===== src/rtl/rep_link_pkg.sv =====
// Shared definitions for the repetition-coded serial link (transmit and receive ends).
package rep_link_pkg;

    typedef enum logic {
        IDLE = 1'b0,
        SEND = 1'b1
    } rep_state_e;

    localparam int unsigned REP_DEFAULT    = 3;
    localparam int unsigned DATA_W_DEFAULT = 8;

    // Samples per frame: every data bit (plus optional parity bit) repeated rep times.
    function automatic int unsigned rep_frame_len(input int unsigned data_w,
                                                  input int unsigned rep,
                                                  input bit          parity);
        return (data_w + (parity ? 32'd1 : 32'd0)) * rep;
    endfunction

endpackage


===== src/rtl/rep_slot_timer.sv =====
// Modulo-REP sample counter; tc_c_o flags the last repetition of the current bit.
module rep_slot_timer
    import rep_link_pkg::*;
#(
    parameter int unsigned REP = REP_DEFAULT
) (
    input  logic clk_i,
    input  logic rst_i,
    input  logic clr_i,
    input  logic en_i,
    output logic tc_c_o
);

    localparam int unsigned CNT_W = (REP > 1) ? $clog2(REP) : 1;
    localparam logic [CNT_W-1:0] CNT_LAST = CNT_W'(REP - 1);

    logic [CNT_W-1:0] cnt_q;
    logic [CNT_W-1:0] cnt_d;

    assign tc_c_o = en_i && (cnt_q == CNT_LAST);

    always_comb begin
        cnt_d = cnt_q;
        if (clr_i) begin
            cnt_d = '0;
        end else if (en_i) begin
            cnt_d = tc_c_o ? '0 : cnt_q + CNT_W'(1);
        end
    end

    always_ff @(posedge clk_i) begin
        if (rst_i) begin
            cnt_q <= '0;
        end else begin
            cnt_q <= cnt_d;
        end
    end

endmodule


===== src/rtl/rep_vote_tx.sv =====
// Repetition-coded serial transmitter: LSB-first, each bit held for REP samples.
// Optional even-parity slot appended when REP_VOTE_TX_PARITY_EN is defined.
module rep_vote_tx
    import rep_link_pkg::*;
#(
    parameter int unsigned DATA_W = DATA_W_DEFAULT,
    parameter int unsigned REP    = REP_DEFAULT
) (
    input  logic              clk,
    input  logic              rst,
    input  logic [DATA_W-1:0] data_in,
    input  logic              valid_in,
    output logic              ready_out,
    output logic              tx_out,
    output logic              tx_en,
    output logic              tx_sof,
    output logic              busy
);

`ifdef REP_VOTE_TX_PARITY_EN
    localparam int unsigned PAR_BITS = 1;
`else
    localparam int unsigned PAR_BITS = 0;
`endif
    localparam int unsigned IDX_W = $clog2(DATA_W + 1);
    localparam logic [IDX_W-1:0] LAST_IDX = IDX_W'(DATA_W + PAR_BITS - 1);

    rep_state_e        state_q,   state_d;
    logic [DATA_W-1:0] shift_q,   shift_d;
    logic [DATA_W-1:0] shift_nxt;
    logic [IDX_W-1:0]  bit_idx_q, bit_idx_d;
    logic              ready_q,   ready_d;
    logic              busy_q,    busy_d;
    logic              tx_out_q,  tx_out_d;
    logic              tx_en_q,   tx_en_d;
    logic              tx_sof_q,  tx_sof_d;
    logic              timer_clr;
    logic              timer_en;
    logic              slot_tc;
`ifdef REP_VOTE_TX_PARITY_EN
    logic              parity_q,  parity_d;
`endif

    rep_slot_timer #(
        .REP (REP)
    ) u_slot_timer (
        .clk_i  (clk),
        .rst_i  (rst),
        .clr_i  (timer_clr),
        .en_i   (timer_en),
        .tc_c_o (slot_tc)
    );

    // Parity rides in at the top so it lands in bit 0 after the last data bit.
    always_comb begin
        shift_nxt = shift_q >> 1;
`ifdef REP_VOTE_TX_PARITY_EN
        shift_nxt[DATA_W-1] = parity_q;
`endif
    end

    always_comb begin
        state_d   = state_q;
        shift_d   = shift_q;
        bit_idx_d = bit_idx_q;
        ready_d   = ready_q;
        tx_out_d  = 1'b0;
        tx_en_d   = 1'b0;
        tx_sof_d  = 1'b0;
        timer_clr = 1'b0;
        timer_en  = 1'b0;
`ifdef REP_VOTE_TX_PARITY_EN
        parity_d  = parity_q;
`endif
        case (state_q)
            IDLE: begin
                ready_d = 1'b1;
                if (valid_in && ready_q) begin
                    state_d   = SEND;
                    shift_d   = data_in;
                    bit_idx_d = '0;
                    ready_d   = 1'b0;
                    timer_clr = 1'b1;
                    tx_out_d  = data_in[0];
                    tx_en_d   = 1'b1;
                    tx_sof_d  = 1'b1;
`ifdef REP_VOTE_TX_PARITY_EN
                    parity_d  = ^data_in;
`endif
                end
            end
            SEND: begin
                timer_en = 1'b1;
                tx_en_d  = 1'b1;
                tx_out_d = shift_q[0];
                if (slot_tc) begin
                    if (bit_idx_q == LAST_IDX) begin
                        state_d  = IDLE;
                        ready_d  = 1'b1;
                        tx_en_d  = 1'b0;
                        tx_out_d = 1'b0;
                    end else begin
                        shift_d   = shift_nxt;
                        bit_idx_d = bit_idx_q + IDX_W'(1);
                        tx_out_d  = shift_nxt[0];
                    end
                end
            end
            default: begin
                state_d = IDLE;
                ready_d = 1'b1;
            end
        endcase
        busy_d = ~ready_d;
    end

    always_ff @(posedge clk) begin
        if (rst) begin
            state_q   <= IDLE;
            shift_q   <= '0;
            bit_idx_q <= '0;
            ready_q   <= 1'b1;
            busy_q    <= 1'b0;
            tx_out_q  <= 1'b0;
            tx_en_q   <= 1'b0;
            tx_sof_q  <= 1'b0;
`ifdef REP_VOTE_TX_PARITY_EN
            parity_q  <= 1'b0;
`endif
        end else begin
            state_q   <= state_d;
            shift_q   <= shift_d;
            bit_idx_q <= bit_idx_d;
            ready_q   <= ready_d;
            busy_q    <= busy_d;
            tx_out_q  <= tx_out_d;
            tx_en_q   <= tx_en_d;
            tx_sof_q  <= tx_sof_d;
`ifdef REP_VOTE_TX_PARITY_EN
            parity_q  <= parity_d;
`endif
        end
    end

    assign ready_out = ready_q;
    assign busy      = busy_q;
    assign tx_out    = tx_out_q;
    assign tx_en     = tx_en_q;
    assign tx_sof    = tx_sof_q;

endmodule


===== config.mk =====
export PLATFORM = sky130hd
export DESIGN_NAME = rep_vote_tx
export DESIGN_NICKNAME = d
export VERILOG_FILES = /design/src/rtl/rep_link_pkg.sv /design/src/rtl/rep_slot_timer.sv /design/src/rtl/rep_vote_tx.sv
export SDC_FILE = /design/constraint.sdc
export NUM_CORES = 1
export LEC_CHECK = 0
export CAP_MARGIN = 20
export CORE_AREA = 2 2 61 63
export CTS_BUF_LIST = sky130_fd_sc_hd__clkbuf_2 sky130_fd_sc_hd__clkbuf_4 sky130_fd_sc_hd__clkbuf_8
export DETAILED_ROUTE_END_ITERATION = 16
export DIE_AREA = 0 0 63 65
export GPL_TIMING_DRIVEN = 1
export SKIP_LAST_GASP = 1
export SYNTH_ARGS = -nofsm -noshare
export SYNTH_HDL_FRONTEND = slang
export SYNTH_SLANG_ARGS = --single-unit

===== constraint.sdc =====
create_clock -name clk -period 2 [get_ports clk]
set_input_delay 0.2 -clock clk [delete_from_list [all_inputs] [get_ports clk]]
set_output_delay 0.2 -clock clk [all_outputs]
set_load 0.01 [all_outputs]

==> results.toml <==
[routing]
route.detailed.drc = 0
wl_per_cell_um = 10.5
routed_wl_mm = 1.68
via_per_inst = 4.45
final_antenna_net_count = 0
firstDrtPassIters = 4
drtIter0Drc = 14
num_vias = 712

[placed_design]
place.gp.congestion = 0.744
dp.final_hpwl_mm = 1.24
post_dp_cell_area_um2 = 1010
port_buffers = 15

[logic_synthesis]
synth_seq_cells = 19
ys_seq_area_frac = 0.472
synthCells = 94
ys.flop_type = "dfxtp_1"
yosys_warnings = 0
synthTopCellsByArea = "dfxtp_1 47%, nor2_1 8.9%, a21oi_1 4.3%"
netlist_area_um2 = 806
syn_avg_cell_area_um2 = 8.57
synth_top_area_frac = 0.472
synthDistinctLibCells = 29
synth_top_area_cell = "dfxtp_1"
async_flop_share = 0
synth_edf_count = 0
synth_nets = 106

[power_and_ir_drop]
pwr_density_cell_nw_per_um2 = 740
worst_ir_drop_vdd_mv = 0.164
leakage_nw = 0.385
power_mw = 0.766

[worst_setup_path]
arrival_ns = 1.49
path_cells = "buf_4, clkdlybuf4s50_1"
crit_type = "reg -> out"
cp_slowest_stage_delay_ns = 0.54
critical-path-slowest-cell = "clkdlybuf4s50_1"
cp_max_fo = 8
crit_required_ns = 1.80
start_kind = "register"
endpoint_kind = "primary output"

[clocking]
clk_latency_ns = 0.31
post_cts_buffers = 0
cts_resized = 0
cts_tree = "done"
clk_pin_slew_ns = 0.12
ctsHoldBuffers = 0
cts_buffers = 3
cts.sinks = 19
htree_num_levels = 1
root_buffer = "clkbuf_4"
clockBufferDepth = 2

[timing]
min_period_ns = 1.69
finalHoldViolations = 0
finalSetupTns_ns = 0
rsz0062_at_grt = "false"
max_freq_ghz = 0.592
finalClockSkew_ns = 0.0116
fin_crit_sh = 0.844
slew_headroom = 0.683
tightest_slew_ns = 0.475
slew_viol_final = 0
setup_violations = 0

[run]
drv_cap = 0

[cells_and_area]
final_nets = 125
final_area_um2 = 1030
diodes = 0
nFillCells = 384
utilization = 0.296
drive_above_1_share = 0.0804
syn_to_final_growth_pct = 28.4

[floorplanning]
num_rows = 22
core_area_um2 = 3500
die_area_um2 = 4100
io_pins = 16
die_w_um = 63
initial_core_util = 0.230
die_y_um = 65

[global_routing]
grt_max_degree = 14
antenna_found_initial = 0
grt.overflow.total = 0
grt_usage = 0.0915
grt_pass1_wl_mm = 2.89
grt_pass1_vias = 646

[min_path]
min_path_type = "reg -> reg"

[status]
status = "finished, final reports clean"
[stage by stage]
stage | hold slack (ns) | std cells | setup slack, ns
after floorplan | 0.269 | 94 | 0.529
after global placement | 0.459 | 156 | 0.385
after detailed placement | 0.475 | 156 | 0.328
after CTS | 0.501 | 160 | 0.296
after global routing | 0.528 | 160 | 0.230
final | 0.499 | 160 | 0.312
[cells by family (layout without fill, tap and decap cells)]
logic type      count (synthesis)  count (layout)  share of synthesized area
fa+ha+maj                       1               1                     0.0155
compound gates                 19              19                      0.155
simple gates                   46              46                      0.276
xor+xnor                        1               1                     0.0109
mux                             2               2                     0.0264
buf+inv                         6              24                     0.0435
flops                          19              19                      0.472
[where the power goes]
group          internal, mW  total, mW  leakage (nW)  switching, mW
combinational        0.0695      0.137         0.211         0.0671
sequential            0.410      0.431         0.156         0.0211
clock                0.0747      0.198        0.0177          0.124
[state kept, by name, summed over array words and instances, names as in the netlist, named ones only]
register and flops:
bit_idx_q 4, shift_q 8, u_slot_timer.cnt_q 2, tx_sof 1
busy 1, tx_en 1, tx_out 1
[layout by cell type, fill, tap and decap left out, drive strengths merged, types with 2 or more instances in the layout]
cell type and instances:
nand4 3, nand2 7, a21oi 7, o221ai 4, clkinv 2, nand3b 4, nor2 19, clkbuf 3
o21ai 4, nand3 4, nor3 3, a31oi 2, clkdlybuf4s50 15, dfxtp 19, buf 2, inv 2
[routing by layer]
layer  track usage  up-vias  wire [um]
li1              -      368          -
met2         0.145       21        741
met3        0.0330        5        122
met4        0.0500        0         38
met5             0        -          0
met1         0.108      318        777
[path summary, 6_finish.rpt]
| kind | start | to | slack [ns] | cells past startpoint |
|---|---|---|---|---|
| min | shift_q[2]$_SDFFE_PP0P_ | shift_q[2]$_SDFFE_PP0P_ | 0.50 | 2 |
| max reg2reg | bit_idx_q[1]$_SDFFE_PP0P_ | bit_idx_q[3]$_SDFFE_PP0P_ | 0.47 | 6 |
| max | tx_en$_SDFF_PP0_ | tx_en | 0.31 | 2 |
| min reg2reg | shift_q[2]$_SDFFE_PP0P_ | shift_q[2]$_SDFFE_PP0P_ | 0.50 | 2 |
[synth_stat cells (2+ instances only)]
| master | n |
|---|---|
| dfxtp_1 | 19 |
| nor2_1 | 19 |
| a21oi_1 | 7 |
| nand2_1 | 7 |
| nand3_1 | 4 |
| nand3b_1 | 4 |
| o221ai_1 | 4 |
| nand4_1 | 3 |
| nor3_1 | 3 |
| a31oi_1 | 2 |
| inv_1 | 2 |
| o21ai_0 | 2 |
| o21ai_1 | 2 |
[area by class of cell]
cell class / count / area [um^2] / area share
well taps: 48 / 60.1 / 0.0580
repair buffers: 17 / 165 / 0.160
multi-input cells: 69 / 390 / 0.377
inverters: 3 / 11.3 / 0.0109
clock buffers: 3 / 22.5 / 0.0218
clock inverters: 1 / 5.00 / 0.00484
flip-flops and latches: 19 / 380 / 0.368
[critical path: cells and delay by family, from the launching register on]
family	cells	cell delay, ns
buf+inv	2	0.74
flops	1	0.45
Power figures use the tool's default switching activity.
